[src/rtl/mul_acc_unit_pkg.sv]
// Shared definitions for the multiply/accumulate unit: operation codes,
// HI/LO word positions and small opcode classification helpers.
package mul_acc_unit_pkg;

    typedef enum logic [3:0] {
        MOP_MULT  = 4'd0,
        MOP_MULTU = 4'd1,
        MOP_MUL   = 4'd2,
        MOP_MADD  = 4'd3,
        MOP_MADDU = 4'd4,
        MOP_MSUB  = 4'd5,
        MOP_MSUBU = 4'd6,
        MOP_MTHI  = 4'd7,
        MOP_MTLO  = 4'd8,
        MOP_MFHI  = 4'd9,
        MOP_MFLO  = 4'd10
    } mop_e;

    // Word indices into the {HI,LO} register; slice as [IDX*DATA_W +: DATA_W].
    localparam int HI_WORD = 1;
    localparam int LO_WORD = 0;

    function automatic logic is_defined_op(input logic [3:0] op);
        return op <= MOP_MFLO;
    endfunction

    function automatic logic is_mul_op(input logic [3:0] op);
        return op inside {MOP_MULT, MOP_MULTU, MOP_MUL, MOP_MADD, MOP_MADDU, MOP_MSUB, MOP_MSUBU};
    endfunction

    function automatic logic is_acc_op(input logic [3:0] op);
        return op inside {MOP_MADD, MOP_MADDU, MOP_MSUB, MOP_MSUBU};
    endfunction

    function automatic logic is_signed_op(input logic [3:0] op);
        return op inside {MOP_MULT, MOP_MUL, MOP_MADD, MOP_MSUB};
    endfunction

endpackage

[src/rtl/mul_acc_unit_mul_pipe.sv]
// Multiplier datapath: magnitude partial products summed on entry, then a
// MUL_STAGES-deep product/sign/valid pipeline with sign fix-up at the output.
module mul_pipe #(
    parameter int DATA_W     = 32,
    parameter int MUL_STAGES = 2
) (
    input  logic                  clk,
    input  logic                  rst,
    input  logic                  kill_i,
    input  logic                  in_valid_i,
    input  logic                  signed_i,
    input  logic [DATA_W-1:0]     a_i,
    input  logic [DATA_W-1:0]     b_i,
    output logic                  out_valid_o,
    output logic [2*DATA_W-1:0]   product_o
);

    localparam int PROD_W = 2 * DATA_W;
    localparam int NUM_PP = DATA_W / 2;

    logic                  sign_a;
    logic                  sign_b;
    logic [DATA_W-1:0]     mag_a;
    logic [DATA_W-1:0]     mag_b;
    logic [PROD_W-1:0]     mag_prod;

    logic [MUL_STAGES-1:0] valid_q;
    logic [MUL_STAGES-1:0] neg_q;
    logic [PROD_W-1:0]     prod_q [MUL_STAGES];

    // The most negative operand maps to 2^(DATA_W-1), which still fits unsigned.
    always_comb begin
        sign_a = signed_i & a_i[DATA_W-1];
        sign_b = signed_i & b_i[DATA_W-1];
        mag_a  = sign_a ? -a_i : a_i;
        mag_b  = sign_b ? -b_i : b_i;
        // NOTE: every variable written in always_comb gets a default first so no latch is inferred.
        mag_prod = '0;
        for (int i = 0; i < NUM_PP; i++) begin
            mag_prod = mag_prod + ((PROD_W'(mag_a) * PROD_W'(mag_b[2*i +: 2])) << (2 * i));
        end
    end

    always_ff @(posedge clk) begin
        // NOTE: sequential state uses non-blocking assignments so every register samples pre-edge values.
        if (rst || kill_i) begin
            valid_q <= '0;
        end else begin
            valid_q[0] <= in_valid_i;
            for (int k = 1; k < MUL_STAGES; k++) begin
                valid_q[k] <= valid_q[k-1];
            end
        end
    end

    // NOTE: datapath registers carry no reset; only the valid bits qualify their contents.
    always_ff @(posedge clk) begin
        neg_q[0]  <= sign_a ^ sign_b;
        prod_q[0] <= mag_prod;
        for (int k = 1; k < MUL_STAGES; k++) begin
            neg_q[k]  <= neg_q[k-1];
            prod_q[k] <= prod_q[k-1];
        end
    end

    assign out_valid_o = valid_q[MUL_STAGES-1];
    assign product_o   = neg_q[MUL_STAGES-1] ? -prod_q[MUL_STAGES-1] : prod_q[MUL_STAGES-1];

endmodule

[src/rtl/mul_acc_unit.sv]
// Multiply/accumulate unit: owns the architectural {HI,LO} register, op
// acceptance, flush/reset cancellation and result reporting around mul_pipe.
module mul_acc_unit
    import mul_acc_unit_pkg::*;
#(
    parameter int DATA_W     = 32,
    parameter int MUL_STAGES = 2,
    parameter int ACC_EN     = 1
) (
    input  logic                  clk,
    input  logic                  rst,
    input  logic                  op_valid,
    input  logic [3:0]            op,
    input  logic [DATA_W-1:0]     src_a,
    input  logic [DATA_W-1:0]     src_b,
    input  logic                  flush,
    output logic                  op_ready,
    output logic                  res_valid,
    output logic [DATA_W-1:0]     res,
    output logic                  err,
    output logic [2*DATA_W-1:0]   hilo
);

    localparam int HI_LSB = HI_WORD * DATA_W;
    localparam int LO_LSB = LO_WORD * DATA_W;

    logic                  busy_q, busy_d;
    mop_e                  op_q, op_d;
    logic [2*DATA_W-1:0]   hilo_q, hilo_d;
    logic [DATA_W-1:0]     res_q, res_d;
    logic                  res_valid_q, res_valid_d;
    logic                  err_q, err_d;

    logic                  accept;
    logic                  op_legal;
    logic                  start_mul;
    logic                  mul_signed;
    logic                  complete;
    logic                  pipe_valid;
    logic [2*DATA_W-1:0]   pipe_prod;

    always_comb begin
        accept     = op_valid && !busy_q && !flush;
        op_legal   = is_defined_op(op) && (ACC_EN != 0 || !is_acc_op(op));
        start_mul  = accept && op_legal && is_mul_op(op);
        mul_signed = is_signed_op(op);
        // A flush in the completion cycle wins over the write-back.
        complete   = pipe_valid && busy_q && !flush;
    end

    mul_pipe #(
        .DATA_W     (DATA_W),
        .MUL_STAGES (MUL_STAGES)
    ) u_mul_pipe (
        .clk         (clk),
        .rst         (rst),
        .kill_i      (flush),
        .in_valid_i  (start_mul),
        .signed_i    (mul_signed),
        .a_i         (src_a),
        .b_i         (src_b),
        .out_valid_o (pipe_valid),
        .product_o   (pipe_prod)
    );

    always_comb begin
        busy_d      = busy_q;
        op_d        = op_q;
        hilo_d      = hilo_q;
        res_d       = res_q;
        res_valid_d = 1'b0;
        err_d       = 1'b0;

        if (complete) begin
            busy_d      = 1'b0;
            res_valid_d = 1'b1;
            case (op_q)
                MOP_MULT, MOP_MULTU: hilo_d = pipe_prod;
                MOP_MADD, MOP_MADDU: hilo_d = hilo_q + pipe_prod;
                MOP_MSUB, MOP_MSUBU: hilo_d = hilo_q - pipe_prod;
                MOP_MUL:             res_d  = pipe_prod[DATA_W-1:0];
                default: ;
            endcase
        end else if (busy_q && flush) begin
            busy_d = 1'b0;
        end else if (accept) begin
            if (!op_legal) begin
                err_d = 1'b1;
            end else begin
                case (mop_e'(op))
                    MOP_MULT, MOP_MULTU, MOP_MUL, MOP_MADD, MOP_MADDU, MOP_MSUB, MOP_MSUBU: begin
                        busy_d = 1'b1;
                        op_d   = mop_e'(op);
                    end
                    MOP_MTHI: hilo_d[HI_LSB +: DATA_W] = src_a;
                    MOP_MTLO: hilo_d[LO_LSB +: DATA_W] = src_a;
                    MOP_MFHI: begin
                        res_d       = hilo_q[HI_LSB +: DATA_W];
                        res_valid_d = 1'b1;
                    end
                    MOP_MFLO: begin
                        res_d       = hilo_q[LO_LSB +: DATA_W];
                        res_valid_d = 1'b1;
                    end
                    default: ;
                endcase
            end
        end
    end

    always_ff @(posedge clk) begin
        if (rst) begin
            busy_q      <= 1'b0;
            op_q        <= MOP_MULT;
            hilo_q      <= '0;
            res_q       <= '0;
            res_valid_q <= 1'b0;
            err_q       <= 1'b0;
        end else begin
            busy_q      <= busy_d;
            op_q        <= op_d;
            hilo_q      <= hilo_d;
            res_q       <= res_d;
            res_valid_q <= res_valid_d;
            err_q       <= err_d;
        end
    end

    assign op_ready  = !busy_q;
    assign res_valid = res_valid_q;
    assign res       = res_q;
    assign err       = err_q;
    assign hilo      = hilo_q;

endmodule

[config.mk]
export PLATFORM = sky130hd
export DESIGN_NAME = mul_acc_unit
export DESIGN_NICKNAME = d
export VERILOG_FILES = /design/src/rtl/mul_acc_unit_pkg.sv /design/src/rtl/mul_acc_unit_mul_pipe.sv /design/src/rtl/mul_acc_unit.sv
export SDC_FILE = /design/constraint.sdc
export NUM_CORES = 2
export LEC_CHECK = 0
export ABC_CLOCK_PERIOD_IN_PS = 42700
export BUFFER_PORTS_ARGS = -buffer_cell sky130_fd_sc_hd__clkbuf_2
export CORE_MARGIN = 2
export CORE_UTILIZATION = 30
export DETAILED_ROUTE_END_ITERATION = 7
export PLACE_DENSITY = 0.46
export SYNTH_ARGS = -nofsm -noshare
export SYNTH_HDL_FRONTEND = slang
export SYNTH_SLANG_ARGS = --single-unit
[constraint.sdc]
create_clock -name clk -period 42.7 [get_ports clk]
set_input_delay 6.405 -clock clk [delete_from_list [all_inputs] [get_ports clk]]
set_output_delay 6.405 -clock clk [all_outputs]
set_load 0.01 [all_outputs]
==> results.md <==
- Status: finished clean
- H-tree depth: 1
- Overflow after GRT: 0
- Layout Nets: 8914
- CTS Hold Bufs: 0
- Top-count cell post-synth: nor2_1
- WP data arrival: 21.42 ns
- Clock-pin slew on the worst setup and hold paths: 0.06 ns
- Placer Congestion: 0.952
- Core Area: 0.190 mm^2
- Flop-to-flop setup slack: 33.68 ns
- Fin Clk Skew: 0.0177 ns
- Fin. max-slew vios: 0
- Worst-margin pin slew: 1.08 ns
- Hold path start: u_mul_pipe.prod_q[0][63]
- Footprint of the multi-input gates: 0.0502 mm^2
- Placed cells: 10124
- Largest net degree at the start of global routing: 64
- DR WL/cell: 23.0 um
- EDFF count, synth: 0
- Total of max-cap violations: 0
- Sequential area share after synthesis: 0.0820
- DRC viols: 0
- Worst setup EP type: register
- Num Clock Sinks: 235
- Clock Latency Late Sink: 0.57 ns
- First-pass GRT wire length: 346000 um
- R2R Path Start: u_mul_pipe.prod_q[0][64]
- RR Endpoint: hilo[60]
- Synth top area share: 0.166
- Largest area contributor in the netlist: ha_1
- Syn_nets: 8912
- Vias in the first global route: 53837
- Startpoint Class: input pin
- Die Footprint: 0.195 mm^2
- Ys flop type: dfxtp_1
- Filler instances: 20352
- Crit Path Category: in2reg
- Ys Warns: 0
- Relative slew slack: 0.258
- Worst path most repeated cell: fa_1
- Placed wire-length estimate: 193000 um
- Synth cell types: 81
- Total setup buffers inserted after CTS: 0
- Starting DRT DRC Count: 4050
- Root buffer cell: clkbuf_16
- Final worst path period need: 20.92 ns
- CP max FO: 24
- Clock Path Buffers: 3
- Reg2reg path depth: 22
- Worst EP required: 43.19 ns
- Stages on the worst setup path: 56
- Height of the die: 441 um
- Final cell count without fillers: 10189
- Synth Area per Inst: 7.51 um^2
- Die width: 441 um
- Slowest stage cell on the critical path: a2111oi_0
- DR vias: 55068
- Initial antenna violation count: 17
- Layout cells sized above 1: 0.0636
- Synth cell count leaders: nor2_1 (1408), ha_1 (763), a21oi_1 (624), inv_1 (562), fa_1 (439)
- PostCTS Resize Cnt: 0
- Detailed Route WL: 234000 um
- Synthesized instance count: 7638
- F_max: 0.0478 GHz
- FF+latch count, synth: 235
- Gr usage total: 0.235
- Hold crit path type: reg2reg
- Row cnt: 160
- CTS Buf Count: 25
- Ports: 171
- Final setup violating endpoints: 0
- Critical Path Max Stage Delay: 0.91 ns
- CTS tree: done
- Syn-to-layout area delta: 9.63%
- Crit. Startpoint: op[0]
- Port-buffer cells: 170
- FF/Latch Area: 0.00471 mm^2
- Fin. Hold Viols: 0
- Unrepaired setup endpoints after global routing: false
- Detailed Routing Iterations Pass 1: 6
- Critical path's top delay family: compound AO/OA/AOI/OAI gates
- Antenna-violating nets left: 0
- Synth Cell Area: 0.0574 mm^2
- Critical Path Sink: u_mul_pipe.prod_q[0][60]
- Fraction of registers with async set or reset after synthesis: 0
- Synth area leaders: ha_1 (17%), fa_1 (15%), nor2_1 (9.2%)
- Initial Util: 0.302
- Period utilization: 0.490
- Setup TNS: 0 ns
- CP bufs+invs: 7
- Vias per std cell: 5.40
==> worst min path at each step <==
stage                                     end  cells past startpoint
finish              u_mul_pipe.prod_q[0][127]                      0
global route         u_mul_pipe.prod_q[0][81]                      0
CTS                 u_mul_pipe.prod_q[0][127]                      0
detailed placement  u_mul_pipe.prod_q[0][127]                      0
global placement     u_mul_pipe.prod_q[0][97]                      0
floorplan                 u_mul_pipe.neg_q[1]                      0
==> metal layers <==
layer  GRT usage  vias up  share of wire
met5           0        -              0
met2       0.387     1646           0.45
met3      0.0217      321          0.052
li1            -    26332              -
met1       0.311    26769           0.45
met4       0.102        0          0.047
==> registers in the layout (all words and copies together), names as in the netlist <==
| name | flops |
|---|---|
| u_mul_pipe.prod_q | 128 |
| hilo | 64 |
| res | 32 |
| op_q | 4 |
| u_mul_pipe.neg_q | 2 |
| u_mul_pipe.valid_q | 2 |
| busy_q | 1 |
| err | 1 |
| res_valid | 1 |
==> cells in the final DEF (no fill, tap or decap), types with 23 or more instances in the layout <==
cell / instances
nor2_1: 1407
ha_1: 763
a21oi_1: 624
inv_1: 562
fa_1: 439
nand2_1: 374
xnor2_1: 369
o21ai_0: 344
xor2_1: 309
a21o_1: 282
dfxtp_1: 234
clkbuf_2: 169
nand2b_1: 167
buf_4: 129
nor3_1: 117
nand3_1: 105
a211oi_1: 99
o21a_1: 98
nor2b_1: 83
o21bai_1: 76
nand4_1: 66
a31oi_1: 64
or3_1: 55
o31ai_1: 53
o211ai_1: 44
and3_1: 43
and2_1: 34
or2_2: 33
xor2_4: 28
mux2i_1: 27
a41oi_1: 26
clkbuf_16: 25
nor4_1: 23
==> per-stage QoR <==
step / hold WS, ns / setup WS, ns / utilization / cell area, um^2
2_1_floorplan: 0.310 / 23.95 / - / 57400
5_1_grt: 0.330 / 20.63 / 0.331 / 62900
3_3_place_gp: 0.311 / 21.41 / 0.326 / 61900
3_5_place_dp: 0.312 / 21.17 / 0.326 / 61900
6_report: 0.323 / 21.78 / 0.331 / 62900
4_1_cts: 0.321 / 21.71 / 0.331 / 62800
==> cell type report <==
cell class / count / share of cell area
inverter: 563 / 0.0336
antenna: 20 / 0.000796
sequential: 235 / 0.0748
multi-input combinational: 6517 / 0.798
tap: 2511 / 0.0500
clock buffer: 29 / 0.0108
clock inverter: 16 / 0.00346
timing repair buffer: 298 / 0.0288
==> logic make-up after synthesis <==
group / share of synthesized area
AOI/OAI and AO/OA: 0.220
xor gates and xnor gates: 0.113
adders and majority gates: 0.320
buffers and inverters: 0.0581
DFF: 0.0820
muxes: 0.00508
and+or+nand+nor: 0.202
Power is left out: the tool's default activity adds up to more than one toggle a clock period on the data nets, which glitch-free logic cannot reach.
